==> src/rtl/mmu_stream_ctrl_if.sv <==
// mmu_stream_ctrl_if: input bank, MMU core and output bank signals seen by the stream controller.
interface mmu_stream_ctrl_if;
    logic [5:0]  in_rd_addr_o;
    logic [31:0] in_rd_data_i;
    logic [7:0]  mmu_input_data_o;
    logic        mmu_valid_input_o;
    logic        mmu_finish_i;
    logic        mmu_read_ram_o;
    logic [17:0] mmu_read_data_i;
    logic        out_wr_en_o;
    logic [7:0]  out_wr_addr_o;
    logic [31:0] out_wr_data_o;
    modport master (
        output in_rd_addr_o, mmu_input_data_o, mmu_valid_input_o, mmu_read_ram_o,
               out_wr_en_o, out_wr_addr_o, out_wr_data_o,
        input  in_rd_data_i, mmu_finish_i, mmu_read_data_i
    );
    modport slave (
        input  in_rd_addr_o, mmu_input_data_o, mmu_valid_input_o, mmu_read_ram_o,
               out_wr_en_o, out_wr_addr_o, out_wr_data_o,
        output in_rd_data_i, mmu_finish_i, mmu_read_data_i
    );
endinterface

==> src/rtl/mmu_stream_ctrl.sv <==
// mmu_stream_ctrl: streams input bank bytes into the MMU core, then copies its results to the output bank.
// Define MMU_STREAM_TIMEOUT_EN to abort a job with err_o after 65535 cycles without mmu_finish_i.
module mmu_stream_ctrl #(
    parameter int NUM_IN_WORDS  = 64,
    parameter int NUM_OUT_WORDS = 160,
    parameter int READ_LAT      = 1
) (
    input  logic              HCLK,
    input  logic              HRESETn,
    input  logic              start_i,
    mmu_stream_ctrl_if.master bus,
    output logic              busy_o,
    output logic              done_o,
    output logic              err_o
);
    localparam int NUM_BYTES = 4 * NUM_IN_WORDS;
    localparam int IW = $clog2(NUM_BYTES + 1);
    localparam int OW = $clog2(NUM_OUT_WORDS + 1);

    typedef enum logic [2:0] {IDLE, STREAM, WAIT_FIN, READ, DRAIN, DONE} state_t;

    state_t state, state_nx;
    logic [IW-1:0] in_cnt;
    logic [OW-1:0] rd_cnt, wr_cnt;
    logic [READ_LAT-1:0] rd_pipe;
    logic start, timeout;

    assign busy_o = state != IDLE && state != DONE;
    assign done_o = state == DONE;
    assign start  = start_i && !busy_o;

    assign bus.mmu_valid_input_o = state == STREAM;
    assign bus.mmu_read_ram_o    = state == READ;
    assign bus.in_rd_addr_o      = bus.mmu_valid_input_o ? 6'(in_cnt >> 2) : '0;
    assign bus.mmu_input_data_o  = bus.mmu_valid_input_o ? 8'(bus.in_rd_data_i >> {in_cnt[1:0], 3'b000}) : '0;

`ifdef MMU_STREAM_TIMEOUT_EN
    logic [15:0] to_cnt;
    logic        err_q;
    // Fires on the 65535th WAIT_FIN cycle, so the counter lands on 65535 as the FSM leaves
    assign timeout = state == WAIT_FIN && !bus.mmu_finish_i && to_cnt == 16'hFFFE;
    assign err_o   = err_q;
    always_ff @(posedge HCLK) begin
        if (!HRESETn || start) begin
            to_cnt <= '0;
            err_q  <= 1'b0;
        end else begin
            if (state == WAIT_FIN) to_cnt <= to_cnt + 16'd1;
            if (timeout) err_q <= 1'b1;
        end
    end
`else
    assign timeout = 1'b0;
    assign err_o   = 1'b0;
`endif

    always_comb begin
        state_nx = state;
        case (state)
            IDLE, DONE: state_nx = start_i ? STREAM : state;
            STREAM:     state_nx = in_cnt == IW'(NUM_BYTES - 1) ? WAIT_FIN : STREAM;
            WAIT_FIN:   state_nx = bus.mmu_finish_i ? READ : timeout ? DONE : WAIT_FIN;
            READ:       state_nx = rd_cnt == OW'(NUM_OUT_WORDS - 1) ? DRAIN : READ;
            DRAIN:      state_nx = wr_cnt == OW'(NUM_OUT_WORDS) ? DONE : DRAIN;
            default:    state_nx = IDLE;
        endcase
    end

    always_ff @(posedge HCLK) begin
        if (!HRESETn) state <= IDLE;
        else          state <= state_nx;
    end

    // rd_pipe tracks which cycles carry valid read data; wr_cnt reaches the terminal count during the last write
    always_ff @(posedge HCLK) begin
        if (!HRESETn || start) begin
            in_cnt            <= '0;
            rd_cnt            <= '0;
            wr_cnt            <= '0;
            rd_pipe           <= '0;
            bus.out_wr_en_o   <= 1'b0;
            bus.out_wr_addr_o <= '0;
            bus.out_wr_data_o <= '0;
        end else begin
            if (bus.mmu_valid_input_o) in_cnt <= in_cnt + IW'(1);
            if (bus.mmu_read_ram_o) rd_cnt <= rd_cnt + OW'(1);
            rd_pipe         <= READ_LAT'({rd_pipe, bus.mmu_read_ram_o});
            bus.out_wr_en_o <= rd_pipe[READ_LAT-1];
            if (rd_pipe[READ_LAT-1]) begin
                bus.out_wr_addr_o <= 8'(wr_cnt);
                bus.out_wr_data_o <= {14'b0, bus.mmu_read_data_i};
                wr_cnt            <= wr_cnt + OW'(1);
            end
        end
    end
endmodule

==> src/flat_wrapper.sv <==
// flat-port wrapper written by rule: the top's interface ports become plain ports
module mmu_stream_ctrl_flat 
#(
    parameter int NUM_IN_WORDS  = 64,
    parameter int NUM_OUT_WORDS = 160,
    parameter int READ_LAT      = 1
)
  (HCLK, HRESETn, start_i, busy_o, done_o, err_o, bus_in_rd_addr_o, bus_mmu_input_data_o, bus_mmu_valid_input_o, bus_mmu_read_ram_o, bus_out_wr_en_o, bus_out_wr_addr_o, bus_out_wr_data_o, bus_in_rd_data_i, bus_mmu_finish_i, bus_mmu_read_data_i);
  mmu_stream_ctrl_if bus_i ();
  input  logic HCLK;
  input  logic HRESETn;
  input  logic start_i;
  output logic busy_o;
  output logic done_o;
  output logic err_o;
  output wire logic [$bits(bus_i.in_rd_addr_o)-1:0] bus_in_rd_addr_o;
  output wire logic [$bits(bus_i.mmu_input_data_o)-1:0] bus_mmu_input_data_o;
  output wire logic [$bits(bus_i.mmu_valid_input_o)-1:0] bus_mmu_valid_input_o;
  output wire logic [$bits(bus_i.mmu_read_ram_o)-1:0] bus_mmu_read_ram_o;
  output wire logic [$bits(bus_i.out_wr_en_o)-1:0] bus_out_wr_en_o;
  output wire logic [$bits(bus_i.out_wr_addr_o)-1:0] bus_out_wr_addr_o;
  output wire logic [$bits(bus_i.out_wr_data_o)-1:0] bus_out_wr_data_o;
  input wire logic [$bits(bus_i.in_rd_data_i)-1:0] bus_in_rd_data_i;
  input wire logic [$bits(bus_i.mmu_finish_i)-1:0] bus_mmu_finish_i;
  input wire logic [$bits(bus_i.mmu_read_data_i)-1:0] bus_mmu_read_data_i;
  assign bus_in_rd_addr_o = bus_i.in_rd_addr_o;
  assign bus_mmu_input_data_o = bus_i.mmu_input_data_o;
  assign bus_mmu_valid_input_o = bus_i.mmu_valid_input_o;
  assign bus_mmu_read_ram_o = bus_i.mmu_read_ram_o;
  assign bus_out_wr_en_o = bus_i.out_wr_en_o;
  assign bus_out_wr_addr_o = bus_i.out_wr_addr_o;
  assign bus_out_wr_data_o = bus_i.out_wr_data_o;
  assign bus_i.in_rd_data_i = bus_in_rd_data_i;
  assign bus_i.mmu_finish_i = bus_mmu_finish_i;
  assign bus_i.mmu_read_data_i = bus_mmu_read_data_i;
  mmu_stream_ctrl #(.NUM_IN_WORDS(NUM_IN_WORDS), .NUM_OUT_WORDS(NUM_OUT_WORDS), .READ_LAT(READ_LAT)) u_core (.HCLK(HCLK), .HRESETn(HRESETn), .start_i(start_i), .bus(bus_i), .busy_o(busy_o), .done_o(done_o), .err_o(err_o));
endmodule
==> config.mk <==
export PLATFORM = sky130hd
export DESIGN_NAME = mmu_stream_ctrl_flat
export DESIGN_NICKNAME = d
export VERILOG_FILES = /design/src/rtl/mmu_stream_ctrl_if.sv /design/src/rtl/mmu_stream_ctrl.sv /design/src/flat_wrapper.sv
export SDC_FILE = /design/constraint.sdc
export NUM_CORES = 1
export LEC_CHECK = 0
export CAP_MARGIN = 40
export CORE_ASPECT_RATIO = 0.8
export CORE_MARGIN = 4
export CORE_UTILIZATION = 43
export CTS_CLUSTER_DIAMETER = 200
export DETAILED_ROUTE_END_ITERATION = 10
export PLACE_DENSITY = 0.89
export REMOVE_ABC_BUFFERS = 1
export SYNTH_ARGS = -nofsm -noshare
export SYNTH_HDL_FRONTEND = slang
export SYNTH_SLANG_ARGS = --single-unit
==> constraint.sdc <==
create_clock -name HCLK -period 1.9 [get_ports HCLK]
set_input_delay 0.19 -clock HCLK [delete_from_list [all_inputs] [get_ports HCLK]]
set_output_delay 0.19 -clock HCLK [all_outputs]
set_load 0.05 [all_outputs]
==> results of run 1 <==
## synthesized netlist by cell type, types with 2 or more instances
cell | n | area, µm²
sky130_fd_sc_hd__inv_1 | 3 | 11.3
sky130_fd_sc_hd__and2_1 | 16 | 100
sky130_fd_sc_hd__nand4_1 | 10 | 62.6
sky130_fd_sc_hd__xnor2_1 | 5 | 43.8
sky130_fd_sc_hd__mux2i_1 | 28 | 280
sky130_fd_sc_hd__nor2b_1 | 3 | 18.8
sky130_fd_sc_hd__nand3_1 | 5 | 25.0
sky130_fd_sc_hd__buf_2 | 11 | 55.1
sky130_fd_sc_hd__mux4_2 | 8 | 180
sky130_fd_sc_hd__and3_1 | 7 | 43.8
sky130_fd_sc_hd__xor2_1 | 16 | 140
sky130_fd_sc_hd__ha_1 | 5 | 62.6
sky130_fd_sc_hd__nand2b_1 | 3 | 18.8
sky130_fd_sc_hd__nor2_1 | 52 | 195
sky130_fd_sc_hd__o21ai_0 | 2 | 10.0
sky130_fd_sc_hd__dfxtp_1 | 56 | 1120
sky130_fd_sc_hd__buf_4 | 16 | 120
sky130_fd_sc_hd__nand2_1 | 10 | 37.5
sky130_fd_sc_hd__a21oi_1 | 2 | 10.0
sky130_fd_sc_hd__clkbuf_1 | 3 | 11.3
## worst max path at each step
| stage | from | to | slack, ns | cells past startpoint |
|---|---|---|---|---|
| final | u_core.in_cnt[0] | bus_mmu_input_data_o[5] | 0.04 | 4 |
| after global placement | u_core.in_cnt[0] | u_core.state[0] | 0.30 | 8 |
| after CTS | u_core.in_cnt[0] | bus_mmu_input_data_o[2] | 0.01 | 4 |
| after floorplan | u_core.state[1] | u_core.in_cnt[7] | -1.08 | 4 |
| after global routing | u_core.state[1] | bus_in_rd_addr_o[4] | 0.002 | 4 |
| after detailed placement | u_core.in_cnt[0] | u_core.state[0] | 0.25 | 8 |
## critical path, delay by kind of cell, from the launching register on
family | cells | cell delay, ns
buffers and inverters | 2 | 0.31
AND/OR/NAND/NOR | 1 | 0.17
flip-flops | 1 | 0.38
multiplexers | 1 | 0.49
## per-stage QoR
stage                     area, µm²  setup TNS [ns]  util (%)  cells
after floorplan                2580           -6.89         -    263
final                          4020               0      66.9    460
after global routing           4020               0      66.9    460
after detailed placement       3800               0      63.3    450
after global placement         3800               0      63.3    450
after CTS                      3980               0      66.3    460
## area by class of cell
| cell class | instances | area (µm²) | area share, % |
|---|---|---|---|
| Clock buffer | 5 | 68.8 | 1.71 |
| Tap cell | 81 | 101 | 2.52 |
| Clock inverter | 3 | 90.1 | 2.24 |
| Inverter | 4 | 20.0 | 0.499 |
| Sequential cell | 56 | 1130 | 28.1 |
| Timing Repair Buffer | 108 | 1170 | 29.1 |
| Multi-Input combinational cell | 203 | 1440 | 35.8 |
## per-layer routing
layer,part of all wire [%],wire (µm),GRT usage [%]
met3,6.5,437,5.36
met5,0,0,0
met1,42,2840,20.7
met4,1.7,114,5.89
met2,49,3310,29.4
## where the power goes
group          switching (mW)  internal, mW
Combinational           0.204         0.190
Sequential            0.00754          1.18
Clock                   0.394         0.659
Total                   0.605          2.03
## state kept, by name (all words and copies together), names as in the netlist
| register | cells |
|---|---|
| u_core.rd_pipe | 1 |
| u_core.bus.out_wr_data_o | 18 |
| u_core.bus.out_wr_addr_o | 8 |
| u_core.rd_cnt | 8 |
| u_core.state | 3 |
| u_core.bus.out_wr_en_o | 1 |
| u_core.in_cnt | 9 |
| u_core.wr_cnt | 8 |
## logic make-up (layout without fill, tap and decap cells)
logic type               after synthesis  in the layout  share of synthesized area, %
other                                  1             15                         0.138
adder cells (fa/ha/maj)                5              5                          2.31
multiplexers                          36             36                          17.0
XOR/XNOR                              21             21                          6.79
AO/OA/AOI/OAI                         10             10                          2.45
AND/OR/NAND/NOR                      116            116                          22.3
flip-flops                            56             56                          41.4
buffers and inverters                 34            120                          7.62
## what timing repair did
| action | in CTS | in global routing |
|---|---|---|
| gates resized for setup | 4 | 10 |
| setup buffers | 1 | 0 |
| setup endpoints to repair | 10 | 8 |
| gates cloned | 1 | 0 |
==> reports/summary.txt, run 1 <==
================================================================================
Outcome                                                             finished clean
Final hold viol count                                                          0
Worst hold path depth                                                          3
Post-placement setup slack                                              0.251 ns
Hold Path Sink                                                      u_core.bus.out_wr_data_o[10]
Die X                                                                    96.8 µm
Peak supply drop                                                          466 µV
Routed vias/inst                                                            4.93
Worst path max stage delay                                               0.49 ns
Final count of negative-setup-slack endpoints                                  0
Starting density of the core                                               45.1%
Leak Pwr                                                                 1.50 nW
Mean instance size in the synthesized netlist                           9.71 µm²
Gate count of the mapped netlist                                             279
Ys async rst share                                                            0%
Unrepaired setup endpoints after global routing                            false
Worst-Skew Late Latency                                                  0.31 ns
Main flop type after synthesis                                      sky130_fd_sc_hd__dfxtp_1
Most frequent cells in the layout                                   80 x sky130_fd_sc_hd__clkdlybuf4s50_1, 53 x sky130_fd_sc_hd__dfxtp_1, 52 x sky130_fd_sc_hd__nor2_1, 28 x sky130_fd_sc_hd__mux2i_1, 16 x sky130_fd_sc_hd__xor2_1
Clock Skew                                                            0.00725 ns
HPWL after DPL                                                           5.08 mm
Highest fanout seen on the critical path                                       5
Final critical-path share of the clock period                              97.6%
Slew HR                                                                    64.7%
Sequential fraction of the synthesis area                                  41.4%
NumNets Final                                                                437
Detailed-route via count                                                    2266
Filler cells                                                                 453
I/O pin count                                                                114
Slew Limit Fails                                                               0
Number of clock sinks                                                         56
Time the final worst path needs with I/O delays and setup                1.86 ns
CTS HTree Levels                                                               2
Number of detailed-route iterations in the first pass                          4
Core Rows                                                                     25
R2R cell count                                                                 8
Critical-path cell with the highest stage delay                     sky130_fd_sc_hd__mux4_2
Number of register bits inferred by synthesis                                 56
Post-synth design cell area                                             2710 µm²
Leading cell type in the layout, fill and taps excluded             sky130_fd_sc_hd__clkdlybuf4s50_1
Post-route setup slack                                                 0.0449 ns
Number of buffers inserted during clock tree synthesis                         5
Global-route wire length before repair                                   10.9 mm
DR DRC count                                                                   0
Antenna fix cells                                                              0
Global-route congestion overflow total                                         0
Total number of yosys warnings                                                 0
Count of nets left with antenna violations after detail routing                0
Number of buffers between clock root and the deepest sink                      2
Number of flops mapped to enable cells by yosys                                0
Overall track demand over capacity in global routing                       17.2%
Unique masters post-synth                                                     38
Fraction of final layout cells with drive strength greater than 1          14.0%
Crit Reg-Reg Startpoint                                             u_core.in_cnt[0]
Total power of the final layout                                          2.63 mW
Wire length per cell                                                     14.6 µm
Vertical die dimension                                                   79.0 µm
Setup slack of the worst register-to-register path                       0.17 ns
Worst hold slack after final layout                                     0.477 ns
Kind of capture point of the worst setup path                        output port
Critical path launch point type                                         register
Antenna violations before repair                                               0
Series of cell instances along the critical path                    buf_8 > mux4_2 > and2_1 > buf_4
1st-iter DRT viols                                                           110
Path class of the lowest-slack min-delay path                          in -> reg
Number of input and output port buffers inserted                              98
Maximum number of pins on one net before global-route repair                  41
Clock tree from TritonCTS                                                   done
Power density over the cells                                          656 nW/µm²
Path type of the worst setup path                                     reg -> out
WP data required                                                         1.71 ns
Via count of the first global-routing pass                                  2308
Data arrival time at the worst-slack endpoint                            1.67 ns
Achievable clock frequency                                               539 MHz
Crit Reg-Reg Endpoint                                               u_core.state[0]
Total wire length after detailed routing                                 6.70 mm
Worst Hold Launch                                                   bus_mmu_read_data_i[10]
Quantity of hold-fixing buffers added after cts                                0
Die Footprint                                                           7640 µm²
Max-capacitance violation count                                                0
Worst slew pin tran                                                     0.528 ns
CTS root buffer                                                     sky130_fd_sc_hd__clkbuf_8
Area added between synthesis and finish                                    48.2%
GP Congestion                                                              0.810
Clk slew on worst S/H paths                                              0.10 ns
Core region area                                                        6010 µm²
================================================================================
Note: power is estimated with default switching activity, not from simulation.
==> inputs of run 2 (changes only) <==
GPL_TIMING_DRIVEN = 0   (was default)
==> reports/summary.txt, run 2 (synthesis gave the netlist of run 1 again) <==
================================================================================
Outcome                                                             finished clean
Die X                                                                    96.8 µm
Core region area                                                        6010 µm²
Launch point of the worst path                                      u_core.in_cnt[0]
Setup slack of the worst register-to-register path                       0.10 ns
CTS root buffer                                                     sky130_fd_sc_hd__clkbuf_8
Antenna violations before repair                                               0
Register with the most flip-flops                                   u_core.bus.out_wr_data_o
Core Rows                                                                     25
Total power of the final layout                                          2.41 mW
Footprint of the multi-input gates                                      1460 µm²
Unrepaired setup endpoints after global routing                            false
Detailed-route via count                                                    2245
Post-placement setup slack                                             -0.511 ns
Clock tree from TritonCTS                                                   done
Final critical-path share of the clock period                              96.8%
I/O pin count                                                                114
Number of buffers between clock root and the deepest sink                      2
GP Congestion                                                              0.821
Post-Layout Inst Area                                                   3880 µm²
DR DRC count                                                                   0
Count of nets left with antenna violations after detail routing                0
HPWL after DPL                                                           4.84 mm
Leak Pwr                                                                 1.45 nW
R2R cell count                                                                 9
Global-route congestion overflow total                                         0
Placed Instance Area                                                    3710 µm²
Peak supply drop                                                          415 µV
WP data required                                                         1.71 ns
Area added between synthesis and finish                                    43.3%
Wire length per cell                                                     14.0 µm
Post-Route Utilization                                                     64.6%
Path type of the worst setup path                                     reg -> out
Number of input and output port buffers inserted                              98
Worst hold slack after final layout                                     0.492 ns
Clock Skew                                                            0.00798 ns
Overall track demand over capacity in global routing                       16.8%
Clk slew on worst S/H paths                                              0.10 ns
Global-route wire length before repair                                   10.7 mm
Total wire length after detailed routing                                 6.40 mm
Routed vias/inst                                                            4.90
Crit Reg-Reg Endpoint                                               u_core.state[0]
Slew Limit Fails                                                               0
Capturing element of the worst setup path                           bus_mmu_input_data_o[5]
Via count of the first global-routing pass                                  2230
Worst-Skew Late Latency                                                  0.30 ns
Die Footprint                                                           7640 µm²
Critical path launch point type                                         register
Maximum number of pins on one net before global-route repair                  40
Worst slew pin tran                                                     0.522 ns
Max-capacitance violation count                                                0
Number of detailed-route iterations in the first pass                          4
CTS HTree Levels                                                               2
Achievable clock frequency                                               544 MHz
Most frequent cells in the layout                                   80 x sky130_fd_sc_hd__clkdlybuf4s50_1, 52 x sky130_fd_sc_hd__nor2_1, 50 x sky130_fd_sc_hd__dfxtp_1, 28 x sky130_fd_sc_hd__mux2i_1
Number of clock sinks                                                         56
Highest fanout seen on the critical path                                       6
Data arrival time at the worst-slack endpoint                            1.65 ns
Vertical die dimension                                                   79.0 µm
Top Registers                                                       u_core.bus.out_wr_data_o x18, u_core.in_cnt x9
Antenna fix cells                                                              0
Fraction of final layout cells with drive strength greater than 1          14.9%
Post-route setup slack                                                 0.0617 ns
Power density over the cells                                          620 nW/µm²
Number of buffers inserted during clock tree synthesis                         5
Starting density of the core                                               45.1%
Slew HR                                                                    65.1%
Sequential cell area in the final layout                                1130 µm²
Time the final worst path needs with I/O delays and setup                1.84 ns
NumNets Final                                                                435
Max reg flops                                                                 18
1st-iter DRT viols                                                            87
Kind of capture point of the worst setup path                        output port
Path class of the lowest-slack min-delay path                          in -> reg
Final hold viol count                                                          0
Crit Reg-Reg Startpoint                                             u_core.in_cnt[0]
Quantity of hold-fixing buffers added after cts                                0
Filler cells                                                                 490
Leading cell type in the layout, fill and taps excluded             sky130_fd_sc_hd__clkdlybuf4s50_1
Final count of negative-setup-slack endpoints                                  0
================================================================================
## run 2: cell types whose count changed in the layout (fill, tap and decap cells not counted), moves of 2 or more
cell,previous run,this run
sky130_fd_sc_hd__buf_2,0,9
sky130_fd_sc_hd__clkbuf_8,5,7
sky130_fd_sc_hd__clkdlybuf4s15_2,0,3
sky130_fd_sc_hd__buf_6,7,3
sky130_fd_sc_hd__dfxtp_1,53,50
sky130_fd_sc_hd__buf_12,10,3
sky130_fd_sc_hd__bufinv_16,3,1
sky130_fd_sc_hd__dfxtp_2,2,5
sky130_fd_sc_hd__clkbuf_2,0,2
sky130_fd_sc_hd__buf_4,10,5
## run 2: layer usage
layer	share of wire, %	wire length [µm]	vias up	global-route usage (%)
met5	0	0	-	0
met4	0.30	19	0	3.37
met3	5.9	376	2	4.39
met2	51	3230	65	28.8
met1	43	2770	1070	21.5
li1	-	-	1108	-
## run 2: worst min-delay path by stage
stage | from | to | slack, ns | depth (start not counted)
finish | bus_mmu_read_data_i[9] | u_core.bus.out_wr_data_o[9] | 0.49 | 3
global route | bus_mmu_read_data_i[13] | u_core.bus.out_wr_data_o[13] | 0.49 | 3
CTS | bus_mmu_read_data_i[0] | u_core.bus.out_wr_data_o[0] | 0.49 | 3
detailed placement | u_core.bus.out_wr_data_o[9] | u_core.bus.out_wr_data_o[9] | 0.48 | 2
global placement | u_core.bus.out_wr_data_o[15] | u_core.bus.out_wr_data_o[15] | 0.47 | 2
floorplan | HRESETn | u_core.state[2] | 0.32 | 1
## run 2: worst max-delay path: stages (launching register included)
cell and delay (ns):
sky130_fd_sc_hd__dfxtp_4 0.37, sky130_fd_sc_hd__buf_12 0.12, sky130_fd_sc_hd__mux4_2 0.48, sky130_fd_sc_hd__and2_1 0.17, sky130_fd_sc_hd__buf_2 0.21
## run 2: final cells by class
class / instances / area share, %
Sequential cell: 56 / 29.1
Clock inverter: 1 / 0.773
Timing Repair Buffer: 106 / 27.0
Multi-Input combinational cell: 203 / 37.5
Tap cell: 81 / 2.61
Inverter: 4 / 0.516
Clock buffer: 7 / 2.48
## run 2: timing repair
action | 4_1_cts | 5_1_grt
gates cloned | 0 | 0
pin swaps | 0 | 0
resized for setup | 77 | 25
setup endpoints to repair | 21 | 19
buffers inserted | 6 | 0
## run 2: report_power, final
part / leakage (nW) / total, mW / internal (mW) / switching (mW)
Clock: 0.0645 / 0.832 / 0.465 / 0.367
Sequential: 0.454 / 1.19 / 1.18 / 0.00898
Combinational: 0.931 / 0.387 / 0.185 / 0.202
## run 2: through the flow
stage,setup TNS [ns],cells
floorplan,-6.89,263
global placement,-29.90,442
detailed placement,-7.32,444
CTS,-0.110,458
global route,0,458
finish,0,458
